File: src/rtl/pic_pkg.sv
// Shared codes for the PIC configuration master: word codes, OCW selector
// encodings, bus-cycle FSM states and the ICW sequencing helper.
package pic_pkg;

    localparam logic [2:0] WORD_ICW1 = 3'b000;
    localparam logic [2:0] WORD_ICW2 = 3'b001;
    localparam logic [2:0] WORD_ICW3 = 3'b010;
    localparam logic [2:0] WORD_ICW4 = 3'b011;
    localparam logic [2:0] WORD_OCW1 = 3'b100;
    localparam logic [2:0] WORD_OCW2 = 3'b101;
    localparam logic [2:0] WORD_OCW3 = 3'b110;
    localparam logic [2:0] WORD_READ = 3'b111;

    typedef enum logic [1:0] {
        OCW_SEL_OCW1 = 2'b00,
        OCW_SEL_OCW2 = 2'b01,
        OCW_SEL_OCW3 = 2'b10,
        OCW_SEL_BAD  = 2'b11
    } ocw_sel_e;

    localparam logic [2:0] ST_IDLE   = 3'd0;
    localparam logic [2:0] ST_SETUP  = 3'd1;
    localparam logic [2:0] ST_STROBE = 3'd2;
    localparam logic [2:0] ST_HOLD   = 3'd3;
    localparam logic [2:0] ST_RECOV  = 3'd4;

    // Returns {valid, code} of the ICW that follows cur; valid=0 ends the sequence.
    function automatic logic [3:0] next_icw(input logic [2:0] cur, input logic is_init,
                                            input logic sngl, input logic ic4);
        logic [3:0] res;
        res = 4'b0000;
        if (is_init) begin
            case (cur)
                WORD_ICW1: res = {1'b1, WORD_ICW2};
                WORD_ICW2: begin
                    if (!sngl)    res = {1'b1, WORD_ICW3};
                    else if (ic4) res = {1'b1, WORD_ICW4};
                    else          res = 4'b0000;
                end
                WORD_ICW3: begin
                    if (ic4) res = {1'b1, WORD_ICW4};
                    else     res = 4'b0000;
                end
                default:   res = 4'b0000;
            endcase
        end else begin
            res = 4'b0000;
        end
        return res;
    endfunction

endpackage

File: src/rtl/pic_cfg_master_if.sv
// PIC-side bus pins: active-low CS/RD/WR, address bit and split data bus.
interface pic_cfg_master_if;
    logic       cs;
    logic       rd;
    logic       wr;
    logic       a0;
    logic [7:0] d_out;
    logic       d_oe;
    logic [7:0] d_in;

    modport master (output cs, rd, wr, a0, d_out, d_oe, input d_in);
    modport slave  (input cs, rd, wr, a0, d_out, d_oe, output d_in);
endinterface

File: src/rtl/pic_bus_cycle.sv
// One-word SETUP/STROBE/HOLD/RECOV timing engine; a start on the last RECOV
// cycle chains the next word without passing through IDLE.
module pic_bus_cycle
    import pic_pkg::*;
#(
    parameter int unsigned SETUP_CYC  = 1,
    parameter int unsigned STROBE_CYC = 2,
    parameter int unsigned HOLD_CYC   = 1,
    parameter int unsigned RECOV_CYC  = 2
) (
    input  logic clk,
    input  logic rst,
    input  logic i_start,
    input  logic i_rw,
    output logic o_cs,
    output logic o_rd,
    output logic o_wr,
    output logic o_oe,
    output logic o_strb_last,
    output logic o_last
);

    localparam logic [7:0] L_SETUP  = 8'(SETUP_CYC - 1);
    localparam logic [7:0] L_STROBE = 8'(STROBE_CYC - 1);
    localparam logic [7:0] L_HOLD   = 8'(HOLD_CYC - 1);
    localparam logic [7:0] L_RECOV  = 8'(RECOV_CYC - 1);

    logic [2:0] r_state;
    logic [7:0] r_cnt;
    logic       r_rw;
    logic       r_cs, r_rd, r_wr, r_oe;
    logic [2:0] w_nstate;
    logic [7:0] w_ncnt;
    logic       w_nrw;
    logic       w_nact;

    // Next state and phase counter.
    always_comb begin
        w_nstate = r_state;
        w_ncnt   = r_cnt;
        w_nrw    = r_rw;
        case (r_state)
            ST_IDLE: begin
                w_ncnt = 8'd0;
                if (i_start) begin
                    w_nstate = ST_SETUP;
                    w_nrw    = i_rw;
                end else begin
                    w_nstate = ST_IDLE;
                end
            end
            ST_SETUP: begin
                if (r_cnt == L_SETUP) begin w_nstate = ST_STROBE; w_ncnt = 8'd0; end
                else                  begin w_ncnt = r_cnt + 8'd1; end
            end
            ST_STROBE: begin
                if (r_cnt == L_STROBE) begin w_nstate = ST_HOLD; w_ncnt = 8'd0; end
                else                   begin w_ncnt = r_cnt + 8'd1; end
            end
            ST_HOLD: begin
                if (r_cnt == L_HOLD) begin w_nstate = ST_RECOV; w_ncnt = 8'd0; end
                else                 begin w_ncnt = r_cnt + 8'd1; end
            end
            ST_RECOV: begin
                if (r_cnt == L_RECOV) begin
                    w_ncnt = 8'd0;
                    if (i_start) begin
                        w_nstate = ST_SETUP;
                        w_nrw    = i_rw;
                    end else begin
                        w_nstate = ST_IDLE;
                    end
                end else begin
                    w_ncnt = r_cnt + 8'd1;
                end
            end
            default: begin
                w_nstate = ST_IDLE;
                w_ncnt   = 8'd0;
            end
        endcase
        w_nact = (w_nstate == ST_SETUP) || (w_nstate == ST_STROBE) || (w_nstate == ST_HOLD);
    end

    // Status flags for the sequencer, decoded from the current phase.
    always_comb begin
        o_strb_last = (r_state == ST_STROBE) && (r_cnt == L_STROBE);
        o_last      = (r_state == ST_RECOV) && (r_cnt == L_RECOV);
    end

    // State register; bus pins are registered from the next state so they align with it.
    always_ff @(posedge clk) begin
        if (rst) begin
            r_state <= ST_IDLE;
            r_cnt   <= 8'd0;
            r_rw    <= 1'b0;
            r_cs    <= 1'b1;
            r_rd    <= 1'b1;
            r_wr    <= 1'b1;
            r_oe    <= 1'b0;
        end else begin
            r_state <= w_nstate;
            r_cnt   <= w_ncnt;
            r_rw    <= w_nrw;
            r_cs    <= !w_nact;
            r_rd    <= !((w_nstate == ST_STROBE) && w_nrw);
            r_wr    <= !((w_nstate == ST_STROBE) && !w_nrw);
            r_oe    <= w_nact && !w_nrw;
        end
    end

    assign o_cs = r_cs;
    assign o_rd = r_rd;
    assign o_wr = r_wr;
    assign o_oe = r_oe;

endmodule

File: src/rtl/pic_cfg_master.sv
// CPU-side initiator for an 8259A-style PIC: arbitrates init/OCW/read requests,
// sequences ICW1..ICW4 and formats each word for the bus-cycle engine.
module pic_cfg_master
    import pic_pkg::*;
#(
    parameter int unsigned SETUP_CYC  = 1,
    parameter int unsigned STROBE_CYC = 2,
    parameter int unsigned HOLD_CYC   = 1,
    parameter int unsigned RECOV_CYC  = 2
) (
    input  logic                    clk,
    input  logic                    rst,
    input  logic                    i_init_req,
    input  logic                    i_ocw_req,
    input  logic                    i_rd_req,
    input  logic                    i_cfg_ltim,
    input  logic                    i_cfg_sngl,
    input  logic                    i_cfg_ic4,
    input  logic [4:0]              i_cfg_vec,
    input  logic [7:0]              i_cfg_icw3,
    input  logic [4:0]              i_cfg_icw4,
    input  logic [1:0]              i_ocw_sel,
    input  logic [7:0]              i_ocw_data,
    input  logic                    i_rd_a0,
    output logic                    o_busy,
    output logic                    o_done,
    output logic                    o_err,
    output logic                    o_init_done,
    output logic [2:0]              o_cur_word,
    output logic [7:0]              o_rd_data,
    pic_cfg_master_if.master        bus
);

    logic       r_busy, r_done, r_err, r_init_done, r_is_init;
    logic [2:0] r_cur_word;
    logic [7:0] r_rd_data, r_dout;
    logic       r_a0;
    logic       r_ltim, r_sngl, r_ic4;
    logic [4:0] r_vec, r_icw4;
    logic [7:0] r_icw3;

    logic       w_idle, w_acc_init, w_acc_ocw, w_rej_ocw, w_acc_rd, w_drop;
    logic       w_cont, w_finish, w_start;
    logic [3:0] w_nxt;
    logic       w_last, w_strb_last;
    logic [2:0] w_code;
    logic       w_a0;
    logic [7:0] w_d;

    // Request arbitration (init > ocw > rd) and word chaining.
    always_comb begin
        w_idle     = !r_busy;
        w_acc_init = w_idle && i_init_req;
        w_acc_ocw  = w_idle && !i_init_req && i_ocw_req && r_init_done && (i_ocw_sel != OCW_SEL_BAD);
        w_rej_ocw  = w_idle && !i_init_req && i_ocw_req && (!r_init_done || (i_ocw_sel == OCW_SEL_BAD));
        w_acc_rd   = w_idle && !i_init_req && !i_ocw_req && i_rd_req;
        w_drop     = r_busy && (i_init_req || i_ocw_req || i_rd_req);
        w_nxt      = next_icw(r_cur_word, r_is_init, r_sngl, r_ic4);
        w_cont     = r_busy && w_last && w_nxt[3];
        w_finish   = r_busy && w_last && !w_nxt[3];
        w_start    = w_acc_init || w_acc_ocw || w_acc_rd || w_cont;
    end

    // Word formatting: the first init word uses live cfg inputs, later ones the latched copy.
    always_comb begin
        w_code = r_cur_word;
        w_a0   = r_a0;
        w_d    = r_dout;
        if (w_acc_init) begin
            w_code = WORD_ICW1;
            w_a0   = 1'b0;
            w_d    = {3'b000, 1'b1, i_cfg_ltim, 1'b0, i_cfg_sngl, i_cfg_ic4};
        end else if (w_acc_ocw) begin
            case (i_ocw_sel)
                OCW_SEL_OCW1: begin w_code = WORD_OCW1; w_a0 = 1'b1; w_d = i_ocw_data; end
                OCW_SEL_OCW2: begin w_code = WORD_OCW2; w_a0 = 1'b0; w_d = {i_ocw_data[7:5], 2'b00, i_ocw_data[2:0]}; end
                OCW_SEL_OCW3: begin w_code = WORD_OCW3; w_a0 = 1'b0; w_d = {i_ocw_data[7:5], 2'b01, i_ocw_data[2:0]}; end
                default:      begin w_code = r_cur_word; w_a0 = r_a0; w_d = r_dout; end
            endcase
        end else if (w_acc_rd) begin
            w_code = WORD_READ;
            w_a0   = i_rd_a0;
            w_d    = 8'h00;
        end else if (w_cont) begin
            case (w_nxt[2:0])
                WORD_ICW2: begin w_code = WORD_ICW2; w_a0 = 1'b1; w_d = {r_vec, 3'b000}; end
                WORD_ICW3: begin w_code = WORD_ICW3; w_a0 = 1'b1; w_d = r_icw3; end
                WORD_ICW4: begin w_code = WORD_ICW4; w_a0 = 1'b1; w_d = {3'b000, r_icw4}; end
                default:   begin w_code = r_cur_word; w_a0 = r_a0; w_d = r_dout; end
            endcase
        end else begin
            w_code = r_cur_word;
            w_a0   = r_a0;
            w_d    = r_dout;
        end
    end

    // Sequencer state, status pulses, latched configuration and read capture.
    always_ff @(posedge clk) begin
        if (rst) begin
            r_busy      <= 1'b0;
            r_done      <= 1'b0;
            r_err       <= 1'b0;
            r_init_done <= 1'b0;
            r_is_init   <= 1'b0;
            r_cur_word  <= 3'b000;
            r_rd_data   <= 8'h00;
            r_dout      <= 8'h00;
            r_a0        <= 1'b0;
            r_ltim      <= 1'b0;
            r_sngl      <= 1'b0;
            r_ic4       <= 1'b0;
            r_vec       <= 5'd0;
            r_icw3      <= 8'h00;
            r_icw4      <= 5'd0;
        end else begin
            r_done <= 1'b0;
            r_err  <= w_drop || w_rej_ocw;
            if (w_start) begin
                r_cur_word <= w_code;
                r_a0       <= w_a0;
                r_dout     <= w_d;
            end
            if (w_acc_init) begin
                r_ltim      <= i_cfg_ltim;
                r_sngl      <= i_cfg_sngl;
                r_ic4       <= i_cfg_ic4;
                r_vec       <= i_cfg_vec;
                r_icw3      <= i_cfg_icw3;
                r_icw4      <= i_cfg_icw4;
                r_init_done <= 1'b0;
                r_is_init   <= 1'b1;
                r_busy      <= 1'b1;
            end else if (w_acc_ocw || w_acc_rd) begin
                r_is_init <= 1'b0;
                r_busy    <= 1'b1;
            end else if (w_finish) begin
                r_busy <= 1'b0;
                r_done <= 1'b1;
                if (r_is_init) r_init_done <= 1'b1;
            end
            if (r_busy && w_strb_last && (r_cur_word == WORD_READ)) r_rd_data <= bus.d_in;
        end
    end

    pic_bus_cycle #(
        .SETUP_CYC (SETUP_CYC),
        .STROBE_CYC(STROBE_CYC),
        .HOLD_CYC  (HOLD_CYC),
        .RECOV_CYC (RECOV_CYC)
    ) u_cycle (
        .clk        (clk),
        .rst        (rst),
        .i_start    (w_start),
        .i_rw       (w_acc_rd),
        .o_cs       (bus.cs),
        .o_rd       (bus.rd),
        .o_wr       (bus.wr),
        .o_oe       (bus.d_oe),
        .o_strb_last(w_strb_last),
        .o_last     (w_last)
    );

    assign bus.a0      = r_a0;
    assign bus.d_out   = r_dout;
    assign o_busy      = r_busy;
    assign o_done      = r_done;
    assign o_err       = r_err;
    assign o_init_done = r_init_done;
    assign o_cur_word  = r_cur_word;
    assign o_rd_data   = r_rd_data;

endmodule
File: src/flat_wrapper.sv
// flat-port wrapper written by rule: the top's interface ports become plain ports
module pic_cfg_master_flat import pic_pkg::*;
#(
    parameter int unsigned SETUP_CYC  = 1,
    parameter int unsigned STROBE_CYC = 2,
    parameter int unsigned HOLD_CYC   = 1,
    parameter int unsigned RECOV_CYC  = 2
)
  (clk, rst, i_init_req, i_ocw_req, i_rd_req, i_cfg_ltim, i_cfg_sngl, i_cfg_ic4, i_cfg_vec, i_cfg_icw3, i_cfg_icw4, i_ocw_sel, i_ocw_data, i_rd_a0, o_busy, o_done, o_err, o_init_done, o_cur_word, o_rd_data, bus_cs, bus_rd, bus_wr, bus_a0, bus_d_out, bus_d_oe, bus_d_in);
  pic_cfg_master_if bus_i ();
  input  logic clk;
  input  logic rst;
  input  logic i_init_req;
  input  logic i_ocw_req;
  input  logic i_rd_req;
  input  logic i_cfg_ltim;
  input  logic i_cfg_sngl;
  input  logic i_cfg_ic4;
  input  logic [4:0] i_cfg_vec;
  input  logic [7:0] i_cfg_icw3;
  input  logic [4:0] i_cfg_icw4;
  input  logic [1:0] i_ocw_sel;
  input  logic [7:0] i_ocw_data;
  input  logic i_rd_a0;
  output logic o_busy;
  output logic o_done;
  output logic o_err;
  output logic o_init_done;
  output logic [2:0] o_cur_word;
  output logic [7:0] o_rd_data;
  output wire logic [$bits(bus_i.cs)-1:0] bus_cs;
  output wire logic [$bits(bus_i.rd)-1:0] bus_rd;
  output wire logic [$bits(bus_i.wr)-1:0] bus_wr;
  output wire logic [$bits(bus_i.a0)-1:0] bus_a0;
  output wire logic [$bits(bus_i.d_out)-1:0] bus_d_out;
  output wire logic [$bits(bus_i.d_oe)-1:0] bus_d_oe;
  input wire logic [$bits(bus_i.d_in)-1:0] bus_d_in;
  assign bus_cs = bus_i.cs;
  assign bus_rd = bus_i.rd;
  assign bus_wr = bus_i.wr;
  assign bus_a0 = bus_i.a0;
  assign bus_d_out = bus_i.d_out;
  assign bus_d_oe = bus_i.d_oe;
  assign bus_i.d_in = bus_d_in;
  pic_cfg_master #(.SETUP_CYC(SETUP_CYC), .STROBE_CYC(STROBE_CYC), .HOLD_CYC(HOLD_CYC), .RECOV_CYC(RECOV_CYC)) u_core (.clk(clk), .rst(rst), .i_init_req(i_init_req), .i_ocw_req(i_ocw_req), .i_rd_req(i_rd_req), .i_cfg_ltim(i_cfg_ltim), .i_cfg_sngl(i_cfg_sngl), .i_cfg_ic4(i_cfg_ic4), .i_cfg_vec(i_cfg_vec), .i_cfg_icw3(i_cfg_icw3), .i_cfg_icw4(i_cfg_icw4), .i_ocw_sel(i_ocw_sel), .i_ocw_data(i_ocw_data), .i_rd_a0(i_rd_a0), .o_busy(o_busy), .o_done(o_done), .o_err(o_err), .o_init_done(o_init_done), .o_cur_word(o_cur_word), .o_rd_data(o_rd_data), .bus(bus_i));
endmodule
File: config.mk
export PLATFORM = sky130hd
export DESIGN_NAME = pic_cfg_master_flat
export DESIGN_NICKNAME = d
export VERILOG_FILES = /design/src/rtl/pic_pkg.sv /design/src/rtl/pic_cfg_master_if.sv /design/src/rtl/pic_bus_cycle.sv /design/src/rtl/pic_cfg_master.sv /design/src/flat_wrapper.sv
export SDC_FILE = /design/constraint.sdc
export NUM_CORES = 1
export LEC_CHECK = 0
export ABC_AREA = 1
export BUFFER_PORTS_ARGS = -buffer_cell sky130_fd_sc_hd__clkbuf_2
export CORE_MARGIN = 3
export CORE_UTILIZATION = 50
export DETAILED_ROUTE_END_ITERATION = 16
export PLACE_DENSITY = 0.78
export REMOVE_ABC_BUFFERS = 1
export SYNTH_ARGS = -nofsm -noshare
export SYNTH_HDL_FRONTEND = slang
export SYNTH_SLANG_ARGS = --single-unit
File: constraint.sdc
create_clock -name clk -period 2.4 [get_ports clk]
set_input_delay 0.12 -clock clk [delete_from_list [all_inputs] [get_ports clk]]
set_output_delay 0.12 -clock clk [all_outputs]
set_load 0.01 [all_outputs]
### Word-level counts from Yosys, hierarchy flattened

Index checks and enable logic that the tools add are counted.

| cells by class | value |
|---|---|
| add/subtract/negate cells | 1 |
| equality and inequality tests | 20 |
| muxes and demuxes | 40 |
| bitwise logic cells | 1 |
| reductions and logical operators | 56 |

Operator list:

| cell | number |
|---|---|
| 8-bit 2-to-1 mux | 6 |
| 8-bit one-hot mux with 3 select lines | 2 |
| 3-bit 2-to-1 mux | 8 |
| 3-bit by 2-bit == test with 1-bit output, second input constant | 7 |
| 1-bit logical AND | 19 |
| 3-bit one-hot mux with 3 select lines | 2 |
| 8-bit one-hot mux with 2 select lines | 1 |
| 3-bit one-hot mux with 5 select lines | 1 |
| 1-bit 2-to-1 mux | 14 |
| 3-bit by 1-bit == test with 1-bit output, second input constant | 4 |
| 4-bit 2-to-1 mux | 3 |
| 4-bit one-hot mux with 3 select lines | 1 |
| 1-bit logical OR | 10 |
| 1-bit zero test | 9 |
| 8-bit by 1-bit adder with 8-bit output, second input constant | 1 |
| 8-bit by 1-bit == test with 1-bit output, second input constant | 1 |
| 8-bit zero test | 1 |
| 4-bit AND reduction | 2 |
| 4-bit nonzero test | 2 |
| 2-bit OR reduction | 4 |
| 3-bit == test, second input constant | 2 |
| 3-bit zero test | 2 |
| 6-bit nonzero test | 1 |
| 3-bit OR reduction | 2 |
| other kinds (11) | 13 |

| storage, ports and cells | value |
|---|---|
| bits in registers | 61 |
| input port bits | 45 |
| output and inout port bits | 28 |
| logic and storage cells | 139 |

### Logic depth before layout (Yosys ltp)

Gate-level depths: netlist of run 1.

| depth | value |
|---|---|
| word-level depth | 15 |
| mapped depth | 16 |

### Hierarchy

From an unflattened synthesis of run 1, not the netlist that was laid out.

| second synthesis, totals | value |
|---|---|
| cells, all modules | 420 |
| area, all modules | 2,957.8 µm² |

Modules (own cells, without submodules):

| module | times used | cells each | area an instance (µm²) | sequential area each (µm²) |
|---|---|---|---|---|
| pic_cfg_master | 1 | 307 | 2,138.3 | 900.9 |
| pic_bus_cycle | 1 | 113 | 819.5 | 320.3 |

### Worst setup path after synthesis of run 1

OpenSTA, ideal clock, no wires.

| timing path | value |
|---|---|
| kind | register to register |
| start | reg u_core.r_cur_word[0] (netlist: u_core.o_cur_word[0]) |
| end | reg u_core.r_cur_word[1] (netlist: u_core.o_cur_word[1]) |
| setup time | 0.116 ns |
| data arrival time | 1.691 ns |
| setup slack | 0.594 ns |
| cell stages (with the launch flop) | 13 |
| path buffers | 0 |
| period minus slack after synthesis | 1.806 ns |
| path through | dfxtp_1 -> inv_1 -> nor2_1 -> nand4_1 -> nand3_1 -> nand2_1 -> ha_1 -> nor2_1 -> inv_1 -> o22ai_1 -> nor2_1 -> o21ai_0 -> nor2_1 |

| between the ends | value |
|---|---|
| word-level cells in the longest chain between the ends | 9 |

RTL lines:

| element | RTL line | RTL |
|---|---|---|
| start, declared | pic_cfg_master.sv:35 | `logic [2:0] r_cur_word;` |
| start signal, assigned | pic_cfg_master.sv:120 | `r_cur_word <= w_code;` |
| 3-bit by 2-bit == test with 1-bit output (tied with other cells) | pic_pkg.sv:33 | `case (cur)` |
| 4-bit one-hot mux with 3 select lines (*) | pic_pkg.sv:33 |  |
| 4-bit 2-to-1 mux (*) | pic_pkg.sv:32 | `if (is_init) begin` |
| 3-bit by 2-bit == test with 1-bit output / 3-bit by 1-bit == test with 1-bit output (equally long branches) | pic_cfg_master.sv:85 | `case (w_nxt[2:0])` |
| 3-bit one-hot mux with 3 select lines | pic_cfg_master.sv:85 |  |
| 3-bit 2-to-1 mux | pic_cfg_master.sv:84 | `end else if (w_cont) begin` |
| 3-bit 2-to-1 mux | pic_cfg_master.sv:80 | `end else if (w_acc_rd) begin` |
| 3-bit 2-to-1 mux | pic_cfg_master.sv:73 | `end else if (w_acc_ocw) begin` |
| 3-bit 2-to-1 mux | pic_cfg_master.sv:69 | `if (w_acc_init) begin` |

Every way passes the cells marked *; elsewhere a longest branch is shown, timed or not. The select of a mux whose other input is x is not followed.
A chain may end at the register's enable or synchronous reset.

### Final worst setup path of run 1

| timing path | value |
|---|---|
| start | reg u_core.r_cur_word[0] (netlist: u_core.o_cur_word[0]) |
| end | reg u_core.r_dout[7] (netlist: u_core.bus.d_out[7]) |

| between the ends | value |
|---|---|
| word-level cells in the longest chain between the ends | 9 |

RTL lines:

| element | RTL line | RTL |
|---|---|---|
| 3-bit by 2-bit == test with 1-bit output (tied with other cells) | pic_pkg.sv:33 |  |
| 4-bit one-hot mux with 3 select lines (*) | pic_pkg.sv:33 |  |
| 4-bit 2-to-1 mux (*) | pic_pkg.sv:32 |  |
| 3-bit by 2-bit == test with 1-bit output / 3-bit by 1-bit == test with 1-bit output (equally long branches) | pic_cfg_master.sv:85 |  |
| 8-bit one-hot mux with 3 select lines | pic_cfg_master.sv:85 |  |
| 8-bit 2-to-1 mux | pic_cfg_master.sv:84 |  |
| 8-bit 2-to-1 mux | pic_cfg_master.sv:80 |  |
| 8-bit 2-to-1 mux | pic_cfg_master.sv:73 |  |
| 8-bit 2-to-1 mux | pic_cfg_master.sv:69 |  |
| end signal, assigned | pic_cfg_master.sv:122 | `r_dout <= w_d;` |
| end, declared | pic_cfg_master.sv:36 | `logic [7:0] r_rd_data, r_dout;` |

Marks and branches as above.

==> results.tsv, run 1 <==
stage	metric	value	unit
outcome	outcome	completed	
timing	Period Utilization, post-route	89.51	%
setup_path	data required time of the critical path	2.67	ns
logic_synthesis	flops & latches, synth	61	
route	vias post-DR	2810	
power	net switching component of the power	680.7	uW
die	Std-Cell Core Area	5608	sq um
logic_synthesis	share of synthesized flip-flops with an asynchronous set or reset	0	%
clock_network	clock tree from TritonCTS	yes	
die	die extent in x	82.69	microns
timing	slew of the pin with the lowest slew margin	0.5537	ns
final_layout	share of post-route cells with drive strength above 1	25.68	%
final_layout	commonest non-fill, non-tap cells in the layout	72 x sky130_fd_sc_hd__clkbuf_2, 63 x sky130_fd_sc_hd__nor2_1, 61 x sky130_fd_sc_hd__dfxtp_1	
power	Peak supply drop	474.7	uV
power	fraction of power spent switching nets	28.71	%
setup_path	CP endpoint kind	flip-flop	
run	max-cap violations	0	
die	Row Count	27	
power	overall power	2371	uW
clock_network	Clk Latency, worst-skew pair	0.33	ns
logic_synthesis	cells taking the most area after synthesis	sky130_fd_sc_hd__dfxtp_1 42%, sky130_fd_sc_hd__nor2_1 8.0%, sky130_fd_sc_hd__nand2_1 7.5%	
timing	unrepaired setup endpoints after global routing	false	
logic_synthesis	sequential share of the synthesized area	41.53	%
logic_synthesis	top cell type by total area after synthesis	sky130_fd_sc_hd__dfxtp_1	
power	P_int	1690	uW
clock_network	maximum clock path buffer count	2	
logic_synthesis	Synth Warn #	0	
clock_network	clock-pin slew on the worst setup and hold paths	0.07	ns
clock_network	Clk Tree Root Cell	sky130_fd_sc_hd__clkbuf_8	
place	gp weighted congestion	0.9119	
timing	final total negative setup slack	0	ns
final_layout	most common library cell in the layout ignoring fill and taps	sky130_fd_sc_hd__clkbuf_2	
logic_synthesis	fraction of synthesized cell area taken by the top area cell type	41.53	%
clock_network	count of clock tree sinks	61	
route	WL final	6958	microns
setup_path	most repeated library cell on the critical path	sky130_fd_sc_hd__nand2_1	
setup_path	slowest CP cell	sky130_fd_sc_hd__dfxtp_1	
route	Initial DRC Count	144	
route	Avg WL per Cell	12.63	microns
power	Comb power frac	17.1	%
route	ANT nets after route	0	
route	Initial DRT Pass Iterations	4	
clock_network	CTS Buf Count	9	
timing	worst rel slew slack	62.98	%
timing	Final Critical Period	2.148	ns
logic_synthesis	syn avg cell area	7.369	sq um
logic_synthesis	number of synthesized flops with an enable pin	0	
timing	maximum frequency from static timing analysis	465.5	MHz
die	number of ports placed on the die boundary	73	
grt	initial antenna violation count	0	
grt	wire length of the first global-routing pass	11060	microns
die	Die Y-Extent	82.69	microns
worst_hold_path	type of the tightest min-delay check	in -> reg	
final_layout	Antenna Diode Count	0	
power	sequential fraction of design power	47.4	%
grt	total global routing overflow	0	
route	Residual DRC	0	
power	static leakage power	0.001669	uW
clock_network	H-tree depth	3	
setup_path	worst-path fanout max	5	
setup_path	critical path launch point type	flip-flop	
power	power density cells	668.6	nW/um^2
die	Die ar.	6837	sq um
logic_synthesis	cell area after technology mapping	2940	sq um
final_layout	Net count, final	531	
grt	Overall Global Routing Usage	21.24	%
final_layout	Layout Area Growth over Synthesis	20.60	%
grt	pin count of the biggest net entering global routing	29	
timing	Final Hold Vio Count	0	
clock_network	Resize count post-CTS	0	
die	initial cell density of the core	52.43	%
setup_path	largest incremental delay on the critical path	0.40	ns
timing	count of final max-slew check failures	0	
power	fraction of power consumed by the clock network	35.5	%
route	DR vias/cell	5.100	
timing	count of final setup violators	0	
place	number of I/O port buffers	72	
setup_path	critical path type	reg -> reg	
grt	number of global-route vias before repair	2458	
place	post-detailed-placement half-perimeter wirelength	5205	microns
timing	Setup Skew	0.005869	ns
logic_synthesis	distinct cell type count after synthesis	40	
setup_path	data arrival at the endpoint of the critical path	2.42	ns
clock_network	Setup Fix Bufs, Post-CTS	0	
logic_synthesis	Syn Inst Count	399	
clock_network	Hold Buf Count CTS	0	
setup_path	Critical Path, Cell by Cell	inv_1, nor2_1, nand4_1, nand3_1, nand2_1, ha_1, nor2_1, inv_1, o22ai_1, nand3_1, nand2_1, nand2_1, a21oi_2	
logic_synthesis	Most used DFF post-synth	sky130_fd_sc_hd__dfxtp_1	
sequential cells by signal, indices dropped and copies added, names as in the netlist:
signal and count:
u_core.u_cycle.r_cnt 8, u_core.o_init_done 1, u_core.o_cur_word 3, u_core.u_cycle.r_state 3, u_core.bus.d_out 8, u_core.u_cycle.o_oe 1, u_core.u_cycle.o_wr 1, u_core.o_busy 1
u_core.o_done 1, u_core.r_vec 5, u_core.u_cycle.o_cs 1, u_core.o_err 1, u_core.r_icw4 5, u_core.r_sngl 1, u_core.r_is_init 1, u_core.r_icw3 8
u_core.o_rd_data 8, u_core.u_cycle.r_rw 1, u_core.u_cycle.o_rd 1, u_core.r_ic4 1, u_core.bus.a0 1
critical path, delay by kind of cell, from the launching register on:
kind            cells  cell delay, ns
simple gates        8            0.95
buf+inv             2            0.20
compound gates      2            0.27
fa+ha+maj           1            0.28
flops               1            0.40
kinds of logic (layout without fill, tap and decap cells):
family	Yosys count	after routing	share of synthesized area, %
AND/OR/NAND/NOR	169	169	27.11
AO/OA/AOI/OAI	87	87	16.55
buffers and inverters	67	147	8.894
flip-flops	61	61	41.53
adder cells (fa/ha/maj)	11	11	4.681
XOR/XNOR	3	3	0.8938
multiplexers	1	1	0.3404
layer usage:
metal | share of wire (%) | vias to the layer above | track usage (%) | routed length, microns
li1 | - | 1445 | - | -
met1 | 45 | 1258 | 27.69 | 3116
met2 | 46 | 99 | 33.01 | 3219
met3 | 7.6 | 8 | 5.531 | 529
met4 | 1.3 | 0 | 9.314 | 92
met5 | 0 | - | 0 | 0
final cells by class:
| cell class | instances | area [sq um] |
|---|---|---|
| clock buffer | 14 | 172.7 |
| clock inverter | 1 | 5.005 |
| fill | 550 | 2062 |
| inverter | 57 | 216.5 |
| multi-input combinational | 271 | 1458 |
| sequential | 61 | 1221 |
| tap | 72 | 90.09 |
| timing repair buffer | 75 | 382.9 |
Yosys cell counts, types with 5 or more instances:
library cell,instances
sky130_fd_sc_hd__a21oi_1,28
sky130_fd_sc_hd__a21oi_2,5
sky130_fd_sc_hd__clkbuf_1,5
sky130_fd_sc_hd__dfxtp_1,61
sky130_fd_sc_hd__ha_1,11
sky130_fd_sc_hd__inv_1,47
sky130_fd_sc_hd__inv_2,8
sky130_fd_sc_hd__nand2_1,59
sky130_fd_sc_hd__nand2_2,5
sky130_fd_sc_hd__nand3_1,18
sky130_fd_sc_hd__nor2_1,63
sky130_fd_sc_hd__o21ai_0,35
sky130_fd_sc_hd__o22ai_1,9
stage by stage:
| step | hold slack (ns) | setup slack (ns) | cell area (sq um) | utilization, % | cells |
|---|---|---|---|---|---|
| final | 0.02163 | 0.2518 | 3546 | 63.23 | 551 |
| after global routing | 0.02078 | 0.05213 | 3546 | 63.23 | 551 |
| after CTS | 0.01145 | 0.2950 | 3546 | 63.23 | 551 |
| after detailed placement | 0.3680 | 0.3226 | 3368 | 60.06 | 536 |
| after global placement | 0.3562 | 0.3741 | 3368 | 60.06 | 536 |
| after floorplan | 0.1891 | 0.5817 | 2895 | - | 389 |
final timing paths:
kind / start / endpoint / slack (ns) / cells past startpoint
max: u_core.o_cur_word[0]$_SDFFE_PP0P_ / u_core.bus.d_out[7]$_SDFFE_PP0P_ / 0.25 / 13
min: i_cfg_vec[2] / u_core.r_vec[2]$_SDFFE_PP0P_ / 0.02 / 3
max reg2reg: u_core.o_cur_word[0]$_SDFFE_PP0P_ / u_core.bus.d_out[7]$_SDFFE_PP0P_ / 0.25 / 13
min reg2reg: u_core.o_rd_data[6]$_SDFFE_PP0P_ / u_core.o_rd_data[6]$_SDFFE_PP0P_ / 0.45 / 2
power by group through the flow:
stage	clock network, uW	logic [uW]	registers (uW)
after floorplan	0	252	1150
after global placement	0	395	1140
after detailed placement	0	404	1150
after CTS	849	407	1120
after global routing	903	461	1130
final	841	406	1120
Power figures use the tool's default switching activity.
==> run 2: changes to the inputs <==
Clock period 2.4 ns to 2.2 ns, I/O delays scaled along.
==> run 2 against run 1 <==
- flip-flop and latch count unchanged
- via count decreased by 2.3%
- routed wire length decreased by 1.4%
- clock skew increased by 0.0041 ns
- power increased by 18%
- largest power group unchanged
- highest routed layer unchanged
==> results.tsv, run 2 (synthesis results as in run 1) <==
stage	metric	value	unit
timing	slew of the pin with the lowest slew margin	0.4360	ns
clock_network	Clk Tree Root Cell	sky130_fd_sc_hd__clkbuf_8	
setup_path	CP endpoint kind	flip-flop	
setup_path	critical path type	reg -> reg	
grt	Overall Global Routing Usage	20.99	%
setup_path	data arrival at the endpoint of the critical path	2.16	ns
clock_network	clock-pin slew on the worst setup and hold paths	0.07	ns
grt	most crowded layer after global routing	met2	
setup_path	Reg2Reg Setup Slack	0.27	ns
clock_network	maximum clock path buffer count	2	
clock_network	CTS Buf Count	9	
worst_hold_path	Hold EP	u_core.r_icw3[6]$_SDFFE_PP0P_	
timing	Period Utilization, post-route	87.89	%
setup_path	worst-path fanout max	10	
grt	total global routing overflow	0	
clock_network	clock tree from TritonCTS	yes	
final_layout	commonest non-fill, non-tap cells in the layout	72 x sky130_fd_sc_hd__clkbuf_2, 61 x sky130_fd_sc_hd__nor2_1, 59 x sky130_fd_sc_hd__nand2_1, 59 x sky130_fd_sc_hd__dfxtp_1, 46 x sky130_fd_sc_hd__inv_1	
die	Die ar.	6837	sq um
place	gp weighted congestion	0.8729	
timing	count of final max-slew check failures	0	
route	Initial DRT Pass Iterations	4	
clock_network	count of clock tree sinks	61	
worst_hold_path	type of the tightest min-delay check	in -> reg	
route	Residual DRC	0	
final_layout	post-route non-filler standard cell count	555	
timing	unrepaired setup endpoints after global routing	false	
setup_path	R2R Path Start	u_core.o_cur_word[1]$_SDFFE_PP0P_	
die	initial cell density of the core	52.43	%
final_layout	most common library cell in the layout ignoring fill and taps	sky130_fd_sc_hd__clkbuf_2	
timing	maximum frequency from static timing analysis	517.2	MHz
route	Avg WL per Cell	12.36	microns
route	ANT nets after route	0	
setup_path	cells on worst reg2reg path	14	
grt	number of global-route vias before repair	2422	
route	WL final	6862	microns
grt	wire length of the first global-routing pass	10900	microns
grt	global routing usage on met1	26.76	%
grt	met2 track utilization from global routing	33.33	%
power	Peak supply drop	465.7	uV
clock_network	Clk Latency, worst-skew pair	0.34	ns
final_layout	Antenna Diode Count	0	
grt	initial antenna violation count	0	
outcome	outcome	completed	
timing	Final Hold Vio Count	0	
worst_hold_path	beginning of the worst hold path	i_cfg_icw3[6]	
timing	hold slack final	0.02481	ns
worst_hold_path	cell count of the worst hold path	3	
die	Die Y-Extent	82.69	microns
route	DR vias/cell	4.948	
grt	Global Route met3 Usage	5.098	%
timing	worst rel slew slack	70.74	%
route	Initial DRC Count	171	
run	max-cap violations	0	
power	static leakage power	0.001706	uW
setup_path	Crit Reg-Reg Endpoint	u_core.bus.d_out[7]$_SDFFE_PP0P_	
clock_network	H-tree depth	3	
final_layout	share of post-route cells with drive strength above 1	27.33	%
place	post-detailed-placement half-perimeter wirelength	5072	microns
route	vias post-DR	2746	
timing	count of final setup violators	0	
setup_path	data required time of the critical path	2.43	ns
timing	final total negative setup slack	0	ns
place	number of I/O port buffers	72	
timing	Final Critical Period	1.934	ns
die	Std-Cell Core Area	5608	sq um
die	number of ports placed on the die boundary	73	
place	count of placed standard cells including taps	537	
final_layout	Layout Area Growth over Synthesis	23.49	%
setup_path	critical path launch point type	flip-flop	
die	die extent in x	82.69	microns
power	power density cells	770.6	nW/um^2
die	Row Count	27	
final_layout	Net count, final	534	
grt	pin count of the biggest net entering global routing	38	
timing	Setup Skew	0.009973	ns
run 2: cell count changes in the layout (fill, tap and decap cells not counted), sizes merged:
cell / before / now
clkbuf: 86 / 84
buf: 3 / 4
clkinv: 2 / 3
dlygate4sd3: 0 / 2
bufinv: 0 / 2
run 2: how the worst max path moves through the flow:
stage,depth (start not counted),end,from
floorplan,12,u_core.o_cur_word[1]$_SDFFE_PP0P_,u_core.o_cur_word[0]$_SDFFE_PP0P_
global placement,11,u_core.o_cur_word[1]$_SDFFE_PP0P_,u_core.o_cur_word[2]$_SDFFE_PP0P_
detailed placement,12,u_core.o_cur_word[1]$_SDFFE_PP0P_,u_core.o_cur_word[0]$_SDFFE_PP0P_
CTS,12,u_core.o_cur_word[1]$_SDFFE_PP0P_,u_core.o_cur_word[0]$_SDFFE_PP0P_
global route,16,u_core.bus.d_out[4]$_SDFFE_PP0P_,u_core.o_cur_word[0]$_SDFFE_PP0P_
finish,14,u_core.bus.d_out[7]$_SDFFE_PP0P_,u_core.o_cur_word[1]$_SDFFE_PP0P_
run 2: critical path: stages, from the launching register on:
cell                      delay [ns]
sky130_fd_sc_hd__dfxtp_1        0.40
sky130_fd_sc_hd__inv_1          0.08
sky130_fd_sc_hd__nand2_1        0.08
sky130_fd_sc_hd__nand3_1        0.08
sky130_fd_sc_hd__nand2_1        0.12
sky130_fd_sc_hd__inv_1          0.06
sky130_fd_sc_hd__ha_1           0.24
sky130_fd_sc_hd__inv_1          0.14
sky130_fd_sc_hd__nand2_1        0.08
sky130_fd_sc_hd__nor2_2         0.16
sky130_fd_sc_hd__nor2_4         0.05
sky130_fd_sc_hd__nand2_4        0.10
sky130_fd_sc_hd__inv_4          0.07
sky130_fd_sc_hd__nor2_1         0.12
sky130_fd_sc_hd__a21oi_2        0.04
run 2: layer usage:
metal  wire, microns  up-vias
li1                -     1445
met1            3113     1199
met2            3069       94
met3             590        8
met4              88        0
met5               0        -
run 2: timing repair:
action / 4_1_cts / 5_1_grt
hold buffers: 2 / 0
gates resized for setup: 0 / 7
buffers inserted: 0 / 0
endpoints found under the setup margin: 0 / 7
hold endpoints to repair: 2 / 0
run 2: power breakdown:
group          internal, uW  total (uW)  switching [uW]
sequential             1180        1230            44.1
combinational           171         447             276
clock                   696        1120             428
total                  2050        2800             749
run 2: metrics by stage:
stage	cell area, sq um	total power, uW	setup slack [ns]	util [%]
CTS	3621	2808	0.1527	64.57
floorplan	2895	1534	0.3817	-
detailed placement	3376	1691	0.1719	60.20
global route	3631	2927	0.04013	64.75
finish	3631	2798	0.2664	64.75
global placement	3376	1681	0.1780	60.20
run 2: final cells by class:
cell class                      count  area (sq um)
Fill cell                         516          1977
Clock inverter                      4         70.07
Sequential cell                    61          1224
Multi-Input combinational cell    271          1465
Clock buffer                       12         155.1
Inverter                           57         216.5
Timing Repair Buffer               78         410.4
Tap cell                           72         90.09
